File: config.mk
export PLATFORM = sky130hd
export DESIGN_NAME = if_stage
export DESIGN_NICKNAME = d
export VERILOG_FILES = /design/src/rtl/if_stage.sv
export SDC_FILE = /design/constraint.sdc
export NUM_CORES = 1
export LEC_CHECK = 0
export ABC_AREA = 1
export ABC_CLOCK_PERIOD_IN_PS = 8900
export CORE_MARGIN = 5
export CORE_UTILIZATION = 54
export CTS_BUF_LIST = sky130_fd_sc_hd__clkbuf_2
export CTS_CLUSTER_DIAMETER = 150
export DETAILED_ROUTE_END_ITERATION = 10
export PLACE_DENSITY = 0.85
export SYNTH_ARGS = -nofsm -noshare
export SYNTH_HDL_FRONTEND = slang
export SYNTH_SLANG_ARGS = --single-unit
export TNS_END_PERCENT = 50
File: constraint.sdc
create_clock -name clk -period 8.9 [get_ports clk]
set_input_delay 2.67 -clock clk [delete_from_list [all_inputs] [get_ports clk]]
set_output_delay 2.67 -clock clk [all_outputs]
set_load 0.01 [all_outputs]
File: src/rtl/if_stage.sv
// Instruction fetch stage: owns the PC, issues one outstanding request at a
// time to instruction memory, and delivers one instruction per cycle into the
// decode slot. A one-entry hold buffer absorbs decode stalls, and a KILL state
// swallows the response of a request abandoned by a branch redirect.
`timescale 1ns/1ps
module if_stage #(
    parameter int unsigned       ADDR_W   = 32,
    parameter logic [ADDR_W-1:0] RESET_PC = '0
) (
    input  logic              clk,
    input  logic              rst,
    output logic              imem_req,
    output logic [ADDR_W-1:0] imem_addr,
    input  logic              imem_ready,
    input  logic [31:0]       imem_rdata,
    input  logic              stall,
    input  logic              branch_taken,
    input  logic [ADDR_W-1:0] branch_target,
    output logic              if_valid,
    output logic [31:0]       if_instr,
    output logic [ADDR_W-1:0] if_pc,
    output logic [ADDR_W-1:0] if_pc_plus4,
    output logic [5:0]        if_opcode
);

    localparam logic [1:0] ST_RST   = 2'd0;
    localparam logic [1:0] ST_FETCH = 2'd1;
    localparam logic [1:0] ST_HOLD  = 2'd2;
    localparam logic [1:0] ST_KILL  = 2'd3;

    localparam logic [ADDR_W-1:0] PC_STEP    = ADDR_W'(4);
    localparam logic [ADDR_W-1:0] ALIGN_MASK = ~ADDR_W'(3);

    // Registered state
    logic [1:0]        r_state;
    logic [ADDR_W-1:0] r_pc;
    logic [ADDR_W-1:0] r_kill_addr;
    logic              r_valid;
    logic [31:0]       r_instr;
    logic [ADDR_W-1:0] r_slot_pc;
    logic [31:0]       r_hold_instr;
    logic [ADDR_W-1:0] r_hold_pc;

    // Next-state values
    logic [1:0]        w_state_nxt;
    logic [ADDR_W-1:0] w_pc_nxt;
    logic [ADDR_W-1:0] w_kill_addr_nxt;
    logic              w_valid_nxt;
    logic [31:0]       w_instr_nxt;
    logic [ADDR_W-1:0] w_slot_pc_nxt;
    logic [31:0]       w_hold_instr_nxt;
    logic [ADDR_W-1:0] w_hold_pc_nxt;

    // Helpers
    logic              w_slot_free;
    logic [ADDR_W-1:0] w_pc_plus4;
    logic [ADDR_W-1:0] w_target;

    // Decode drains the slot whenever it is not stalled; an empty slot is free too.
    assign w_slot_free = !r_valid || !stall;
    assign w_pc_plus4  = r_pc + PC_STEP;
    // Redirect targets are word aligned; low bits are dropped.
    assign w_target    = branch_target & ALIGN_MASK;

    // Next-state logic for the fetch FSM, PC, decode slot and hold buffer
    always_comb begin
        // NOTE: every next-state signal gets a default first so no path leaves one unassigned and infers a latch.
        w_state_nxt      = r_state;
        w_pc_nxt         = r_pc;
        w_kill_addr_nxt  = r_kill_addr;
        w_valid_nxt      = r_valid;
        w_instr_nxt      = r_instr;
        w_slot_pc_nxt    = r_slot_pc;
        w_hold_instr_nxt = r_hold_instr;
        w_hold_pc_nxt    = r_hold_pc;

        // A consumed slot empties unless a branch below refills it.
        if (w_slot_free) begin
            w_valid_nxt = 1'b0;
        end

        case (r_state)
            ST_RST: begin
                w_state_nxt = ST_FETCH;
            end

            ST_FETCH: begin
                if (branch_taken) begin
                    w_pc_nxt    = w_target;
                    w_valid_nxt = 1'b0;
                    if (!imem_ready) begin
                        // Response still owed for r_pc: remember it and swallow it later.
                        w_kill_addr_nxt = r_pc;
                        w_state_nxt     = ST_KILL;
                    end
                end else if (imem_ready) begin
                    w_pc_nxt = w_pc_plus4;
                    if (w_slot_free) begin
                        w_valid_nxt   = 1'b1;
                        w_instr_nxt   = imem_rdata;
                        w_slot_pc_nxt = r_pc;
                    end else begin
                        w_hold_instr_nxt = imem_rdata;
                        w_hold_pc_nxt    = r_pc;
                        w_state_nxt      = ST_HOLD;
                    end
                end
            end

            ST_HOLD: begin
                if (branch_taken) begin
                    w_pc_nxt         = w_target;
                    w_valid_nxt      = 1'b0;
                    w_hold_instr_nxt = '0;
                    w_hold_pc_nxt    = '0;
                    w_state_nxt      = ST_FETCH;
                end else if (w_slot_free) begin
                    w_valid_nxt   = 1'b1;
                    w_instr_nxt   = r_hold_instr;
                    w_slot_pc_nxt = r_hold_pc;
                    w_state_nxt   = ST_FETCH;
                end
            end

            ST_KILL: begin
                w_valid_nxt = 1'b0;
                // kill_addr is kept: the abandoned request is still the one on the bus.
                if (branch_taken) begin
                    w_pc_nxt = w_target;
                end
                if (imem_ready) begin
                    w_state_nxt = ST_FETCH;
                end
            end

            default: begin
                w_state_nxt = ST_RST;
            end
        endcase
    end

    // State registers with asynchronous reset
    always_ff @(posedge clk or posedge rst) begin
        if (rst) begin
            r_state      <= ST_RST;
            r_pc         <= RESET_PC;
            r_kill_addr  <= '0;
            r_valid      <= 1'b0;
            r_instr      <= '0;
            r_slot_pc    <= '0;
            r_hold_instr <= '0;
            r_hold_pc    <= '0;
        end else begin
            // NOTE: state updates use non-blocking assignments so every register samples pre-edge values.
            r_state      <= w_state_nxt;
            r_pc         <= w_pc_nxt;
            r_kill_addr  <= w_kill_addr_nxt;
            r_valid      <= w_valid_nxt;
            r_instr      <= w_instr_nxt;
            r_slot_pc    <= w_slot_pc_nxt;
            r_hold_instr <= w_hold_instr_nxt;
            r_hold_pc    <= w_hold_pc_nxt;
        end
    end

    // Memory request depends only on registered state, never on ready or stall.
    assign imem_req  = (r_state == ST_FETCH) || (r_state == ST_KILL);
    assign imem_addr = (r_state == ST_KILL) ? r_kill_addr : r_pc;

    // Decode-facing outputs
    assign if_valid    = r_valid;
    assign if_instr    = r_instr;
    assign if_pc       = r_slot_pc;
    assign if_pc_plus4 = r_slot_pc + PC_STEP;
    assign if_opcode   = r_instr[31:26];

endmodule

Word-level counts from Yosys, hierarchy flattened
Index checks and enable logic that the tools add are counted.
{"block": "op_classes", "add_sub_neg": 2, "n_eq_ne": 16, "muxes": 40, "bitwise": 1, "n_reduce_logical": 13}
{"operator": "2-to-1 mux 32 bit", "n": 21}
{"operator": "one-hot mux 32 bit (2 select lines)", "n": 5}
{"operator": "adder 32 x 3 -> 32 bit (second input constant)", "n": 2}
{"operator": "inequality test 2 bit (second input constant)", "n": 8}
{"operator": "2-to-1 mux 2 bit", "n": 7}
{"operator": "inequality test 3 bit (second input constant)", "n": 4}
{"operator": "AND reduction 5 bit", "n": 2}
{"operator": "one-hot mux 2 bit (4 select lines)", "n": 1}
{"operator": "AND reduction 3 bit", "n": 2}
{"operator": "AND reduction 6 bit", "n": 1}
{"operator": "2-to-1 mux 1 bit", "n": 5}
{"operator": "== test 2 bit (second input constant)", "n": 2}
{"operator": "nonzero test 2 bit", "n": 2}
{"operator": "one-hot mux 1 bit (3 select lines)", "n": 1}
{"operator": "== test 2 x 1 -> 1 bit (second input constant)", "n": 1}
{"operator": "zero test 1 bit", "n": 2}
{"operator": "zero test 2 bit", "n": 1}
{"operator": "logical OR 1 bit", "n": 2}
{"operator": "inequality test 2 x 1 -> 1 bit (second input constant)", "n": 1}
{"operator": "OR reduction 2 bit", "n": 1}
{"operator": "NOT 1 bit", "n": 1}
{"block": "word_totals", "ff_bits": 195, "inputBits": 69, "out_inout_bits": 136, "elab_cells": 80}

Logic depth before layout (Yosys ltp)
Gate-level depths: netlist of run 1.
{"block": "logic_depth", "word_depth": 7, "ltp_mapped": 10, "mapped_depth_nobuf": 10}

Worst setup path after synthesis of run 1
Ideal clock, no wire load.
{"block": "synth_path", "kind": "reg-to-output", "start": "register r_slot_pc[3], in the netlist if_pc[3]", "end": "output port if_pc_plus4[24]", "arrival_ns": 1.418, "t_required_ns": 6.230, "path_slack_ns": 4.812, "path_stages_with_launch": 7, "path_buffers": 0, "cell_sequence": "dfrtp_1 > ha_1 > nand2_1 > nor3_1 > nand4_1 > o21ai_0 > nand2_1"}
{"block": "synth_between", "elab_chain_len": 1}
{"element": "from (decl)", "line": "40", "source": "logic [ADDR_W-1:0] r_slot_pc;"}
{"element": "from (signal assigned)", "line": "160", "source": "r_slot_pc <= w_slot_pc_nxt;"}
{"element": "adder 32 x 3 -> 32 bit", "line": "174", "source": "assign if_pc_plus4 = r_slot_pc + PC_STEP;"}
{"element": "to (decl)", "line": "22", "source": "output logic [ADDR_W-1:0] if_pc_plus4,"}
Every way passes these cells.

Worst setup path after layout of run 1
Same ends and word-level chain as after synthesis.

==> results.py, run 1 <==
metrics = {
    "sta": {
        "slew-limit-headroom_pct": 20.0,
        "worst_clock_skew_ps": 42.0,
        "setup_viol": 0,
        "fin_crit_sh_pct": 64.6,
        "rsz0062_at_grt": "no",
        "hold_ws_ps": 518,
        "layout_min_cycle_time_ps": 5750,
        "finalWorstSetupSlack_ps": 3150,
        "fmax_ghz": 0.174,
        "finalHoldViolCount": 0,
        "worst_pin_slew_ps": 1200,
        "final.setup.tns_ps": 0,
        "final-max-slew-violation-count": 0,
    },
    "routing": {
        "viasPerCell": 5.25,
        "routed_wl_mm": 26.4,
        "drt_iter0_markers": 1029,
        "wire_per_inst_um": 14.7,
        "dr.pass1.iters": 5,
        "drc": 0,
        "vias": 9439,
        "ant_nets": 0,
    },
    "placement": {
        "dp_worst_setup_slack_ps": 3040,
        "dp_cells": 1765,
        "place_congestion": 0.935,
        "io_buffers": 200,
        "hpwl_mm": 18.7,
    },
    "power_and_ir_drop": {
        "leakage_nw": 5.96,
        "pwr-share-comb_pct": 53.4,
        "sw_frac_of_total_pct": 45.6,
        "seqPwrFrac_pct": 37.0,
        "p_int_mw": 2.40,
        "p_clk_share_pct": 9.5,
        "power.switching_mw": 2.01,
        "ir_worst_vdd_v": 0.000208,
        "power.density_mw_per_mm2": 360,
    },
    "global_route": {
        "grt_max_degree": 126,
        "grt_pass1_vias": 8769,
        "track_usage_pct": 24.6,
        "grt_antenna_before_repair": 1,
        "overflow": 0,
        "grt_pass1_wl_mm": 43.7,
    },
    "cts": {
        "post_cts_resized": 0,
        "cts_sinks": 189,
        "cts_hold_buf": 0,
        "cts-root-buf": "clkbuf_2",
        "cts_buffer_depth": 2,
        "cts_tree": "done",
        "htreeDepth": 4,
        "clk_latency_ps": 770,
        "cts_setup_buffers": 0,
        "clkTransAtPathRegs_ps": 290,
        "cts_made_buffers": 17,
    },
    "flow_run": {
        "max-cap-violations": 0,
    },
    "critical_path": {
        "crit_start": "if_pc[3]",
        "cp.required_ps": 6230,
        "worstPathArrival_ps": 3080,
        "crit_type": "flip-flop to output pin",
        "r2r_end": "r_hold_instr[13]",
        "reg2reg_slack_ps": 5690,
        "critPathCaptureType": "output pin",
        "start_kind": "flip-flop",
        "reg2reg_from": "r_state[1]",
        "cp_max_fo": 4,
        "worstRegToRegCells": 7,
    },
    "synth": {
        "synth_area_sq_mm": 0.0100,
        "synthDistinctLibCells": 38,
        "netlist.area_leader.share_pct": 47.2,
        "ys_seq_area_share_pct": 47.2,
        "avgSynthCellArea_sq_um": 7.15,
        "netlist_top_cells_area": "dfrtp_1 (47%), nand2_1 (21%), o21ai_0 (8.4%)",
        "syn_inst": 1402,
        "synth_commonest_cells": "nand2_1 (548), dfrtp_1 (189), o21ai_0 (168)",
        "postSynth.asyncResetShare_pct": 100,
        "yosysMostFrequentCell": "nand2_1",
        "synth_flop_cell": "dfrtp_1",
        "synth-seq-cells": 189,
        "synth_top_area_cell": "dfrtp_1",
        "ys_warn_count": 0,
        "synth_edf_count": 0,
    },
    "worst_hold_path": {
        "hold_start": "r_hold_pc[1]",
        "hold_depth": 2,
        "whs_endpoint": "r_hold_pc[1]",
        "hp-class": "flip-flop to flip-flop",
    },
    "outcome": {
        "status": "completed",
    },
    "floorplan": {
        "fp.dieH_um": 146,
        "die-area_sq_mm": 0.0214,
        "die_w_um": 146,
        "rows": 49,
        "initial_utilization_pct": 55.3,
        "io_pins": 205,
        "core_area_sq_mm": 0.0181,
    },
    "finish": {
        "fin_util_pct": 67.5,
        "drive_gt1_share_pct": 4.21,
        "final_nets": 1626,
        "area_delta_synth_final_pct": 22.2,
        "stdcell_count": 1798,
    },
}
## layer usage
metal | track usage (%) | up-vias | wire, um
met4 | 7.29 | 0 | 599
met2 | 37.2 | 353 | 11800
met3 | 5.21 | 49 | 1820
met1 | 35.9 | 4342 | 12100
met5 | 0 | - | 0
li1 | - | 4695 | -
## flip-flops by register name, indices dropped and copies added (netlist names)
register / flops
if_instr: 32
if_valid: 1
r_hold_pc: 31
if_pc: 31
r_pc: 30
r_state: 2
r_hold_instr: 32
r_kill_addr: 30
## worst max-delay path: stages, from the launching register on
cell and delay (ps):
dfrtp_1 470, ha_1 230, nand2_1 90, nor3_1 370, nand4_1 290, nor2_1 150
nand2_1 70, nand2_1 80, clkdlybuf4s50_1 540
## cell families (layout without fill, tap and decap cells)
family | after synthesis | after routing | share of synthesized area, %
AND/OR/NAND/NOR | 747 | 747 | 29.4
AO/OA/AOI/OAI | 239 | 239 | 12.8
buffers and inverters | 201 | 366 | 8.38
flip-flops | 189 | 189 | 47.2
XOR/XNOR | 23 | 23 | 2.01
adder cells (fa/ha/maj) | 2 | 2 | 0.249
other | 1 | 3 | 0.0374
## how the worst max path moves through the flow
stage | slack (ps) | endpoint | depth (start not counted)
2_1_floorplan | 1090 | if_instr[0] | 1
3_3_place_gp | 3140 | r_hold_instr[21] | 8
3_5_place_dp | 3040 | r_hold_instr[13] | 8
4_1_cts | 3120 | if_pc_plus4[24] | 8
5_1_grt | 2910 | if_pc_plus4[24] | 8
6_report | 3150 | if_pc_plus4[24] | 8
## layout make-up
class                   instances  area [sq um]
flip-flops and latches        189          4730
clock inverters                14           133
repair buffers                208          2060
inverters                     126           478
clock buffers                  18          90.1
diodes                          1          2.50
multi-input cells            1013          4470
well taps                     229           287
fillers                      1539          5890
## cells in the final DEF, fill, tap and decap left out, types with 3 or more instances in the layout
master,netlist,routed
clkbuf_2,0,18
clkdlybuf4s50_1,0,200
nand4_1,8,8
nand3_1,44,44
o21ai_0,168,168
clkinv_4,0,3
buf_4,16,8
xnor2_1,7,7
a21oi_2,14,14
a21o_1,3,3
o22ai_1,5,5
inv_1,122,121
xor2_1,16,16
nor3_1,9,9
o21ai_1,28,28
inv_6,0,6
dfrtp_1,189,189
a21oi_1,14,14
inv_2,4,4
a22oi_1,3,3
nand2_1,548,548
nor2_1,123,123
## metrics by stage
step / power [mW] / cell area [sq um]
after global routing: 4.79 / 12300
after floorplan: 2.96 / 10000
after global placement: 3.91 / 12000
after detailed placement: 4.00 / 12000
after CTS: 4.42 / 12300
final: 4.42 / 12300
## power by group through the flow
stage	logic, mW	registers (mW)	clock network, mW
5_1_grt	2.63	1.69	0.467
4_1_cts	2.37	1.62	0.429
3_5_place_dp	2.35	1.65	0
2_1_floorplan	1.36	1.61	0
6_report	2.36	1.64	0.421
3_3_place_gp	2.28	1.63	0
(Power assumes the default switching activity.)
==> run 2, diff against run 1 <==
--- a/config.mk
+++ b/config.mk
@@ -6,13 +6,13 @@
 export NUM_CORES = 1
 export LEC_CHECK = 0
 export ABC_AREA = 1
-export ABC_CLOCK_PERIOD_IN_PS = 8900
+export ABC_CLOCK_PERIOD_IN_PS = 5100
 export CORE_MARGIN = 5
-export CORE_UTILIZATION = 54
+export CORE_UTILIZATION = 48
 export CTS_BUF_LIST = sky130_fd_sc_hd__clkbuf_2
 export CTS_CLUSTER_DIAMETER = 150
 export DETAILED_ROUTE_END_ITERATION = 10
-export PLACE_DENSITY = 0.85
+export PLACE_DENSITY = 0.8
 export SYNTH_ARGS = -nofsm -noshare
 export SYNTH_HDL_FRONTEND = slang
 export SYNTH_SLANG_ARGS = --single-unit
==> constraint.sdc (replaced) <==
create_clock -name clk -period 5.1 [get_ports clk]
set_input_delay 1.53 -clock clk [delete_from_list [all_inputs] [get_ports clk]]
set_output_delay 1.53 -clock clk [all_outputs]
set_load 0.01 [all_outputs]
==> results.py, run 2 (synthesized netlist as in run 1, its figures left out) <==
metrics = {
    "cts": {
        "cts_made_buffers": 17,
        "cts_sinks": 189,
        "clkTransAtPathRegs_ps": 280,
        "cts_setup_buffers": 0,
        "cts_tree": "done",
        "cts-root-buf": "clkbuf_2",
        "clk_latency_ps": 790,
        "htreeDepth": 4,
        "post_cts_resized": 0,
        "cts_hold_buf": 0,
        "cts_buffer_depth": 2,
    },
    "sta": {
        "layout_min_cycle_time_ps": 4560,
        "rsz0062_at_grt": "no",
        "finalHoldViolCount": 0,
        "finalWorstSetupSlack_ps": 539,
        "worst_pin_slew_ps": 689,
        "hold_ws_ps": 518,
        "fmax_ghz": 0.219,
        "final-max-slew-violation-count": 0,
        "slew-limit-headroom_pct": 54.1,
        "worst_clock_skew_ps": 45.7,
        "setup_viol": 0,
        "fin_crit_sh_pct": 89.4,
        "final.setup.tns_ps": 0,
    },
    "global_route": {
        "grt_pass1_vias": 8442,
        "overflow": 0,
        "track_usage_pct": 21.9,
        "grt_max_degree": 109,
        "grt_antenna_before_repair": 1,
        "grt_pass1_wl_mm": 43.0,
    },
    "routing": {
        "viasPerCell": 5.05,
        "wire_per_inst_um": 14.1,
        "routed_wl_mm": 26.1,
        "vias": 9312,
        "drt_iter0_markers": 904,
        "dr.pass1.iters": 5,
        "drc": 0,
        "ant_nets": 0,
    },
    "finish": {
        "stdcell_count": 1843,
        "area_delta_synth_final_pct": 23.8,
        "final_common_cell": "nand2_1",
        "most-common-layout-cells": "nand2_1 (548), clkdlybuf4s50_1 (200), dfrtp_1 (189), o21ai_0 (168), nor2_1 (123)",
        "final_nets": 1630,
        "drive_gt1_share_pct": 4.52,
    },
    "outcome": {
        "status": "completed",
    },
    "critical_path": {
        "worstPathArrival_ps": 3030,
        "cp_cell_sequence": "ha_1 > nand2_1 > nor3_1 > nand4_1 > nor2_1 > nand2_1 > nand2_1 > clkdlybuf4s50_1",
        "crit_slowest_cell": "clkdlybuf4s50_1",
        "cp.required_ps": 3570,
        "crit_top_cell": "nand2_1",
        "critical_path.max_stage_delay_ps": 540,
        "crit_type": "flip-flop to output pin",
        "start_kind": "flip-flop",
        "cp_max_fo": 4,
        "critPathCaptureType": "output pin",
    },
    "placement": {
        "dp_cells": 1810,
        "io_buffers": 200,
        "hpwl_mm": 18.9,
        "dp_worst_setup_slack_ps": 1380,
        "place_congestion": 0.957,
    },
    "power_and_ir_drop": {
        "power.density_mw_per_mm2": 622,
        "leakage_nw": 6.01,
        "ir_worst_vdd_v": 0.000340,
        "total_power_mw": 7.72,
    },
    "floorplan": {
        "io_pins": 205,
        "rows": 52,
        "initial_utilization_pct": 49.1,
        "die-area_sq_mm": 0.0239,
        "fp.dieH_um": 155,
        "core_area_sq_mm": 0.0204,
        "die_w_um": 155,
    },
    "worst_hold_path": {
        "hp-class": "flip-flop to flip-flop",
    },
    "flow_run": {
        "max-cap-violations": 0,
    },
}
run 2: path summary, 6_finish.rpt:
check,from,to,slack [ps],cells after the start
max,if_pc[2],if_pc_plus4[24],540,8
min,r_hold_pc[1],r_hold_pc[1],520,2
max reg2reg,r_pc[3],r_pc[22],2960,10
min reg2reg,r_hold_pc[1],r_hold_pc[1],520,2
max in group asynchronous,rst,r_pc[22],3310,3
min in group asynchronous,rst,if_pc[3],1090,2
run 2: critical path: cells and delay by family, from the launching register on:
family / cells / cell delay [ps]
adders and majority gates: 1 / 230
and+or+nand+nor: 6 / 1020
buffers and inverters: 1 / 540
DFF: 1 / 460
run 2: power by group:
group	leakage [nW]	internal, mW	switching, mW
logic	3.55	1.83	2.31
registers	2.31	2.20	0.643
clock network	0.140	0.157	0.573
run 2: cell type report:
class / count / area, sq um
Fill cell: 1886 / 8020
Timing Repair Buffer: 212 / 2170
Tap cell: 270 / 338
Inverter: 126 / 477
Antenna cell: 1 / 2.50
Multi-Input combinational cell: 1013 / 4470
Clock buffer: 17 / 85.1
Sequential cell: 189 / 4730
Clock inverter: 15 / 141
run 2: stage by stage:
| stage | instance area [sq um] | util (%) |
|---|---|---|
| global route | 12400 | 60.8 |
| CTS | 12400 | 60.8 |
| global placement | 12200 | 59.6 |
| finish | 12400 | 60.8 |
| floorplan | 10000 | - |
| detailed placement | 12200 | 59.6 |
run 2: per-layer routing:
layer / vias up / routed length [um] / track usage [%]
met1: 4238 / 12200 / 32.9
met5: - / 0 / 0
li1: 4704 / - / -
met3: 33 / 1740 / 4.08
met2: 337 / 11600 / 33.1
met4: 0 / 470 / 5.42
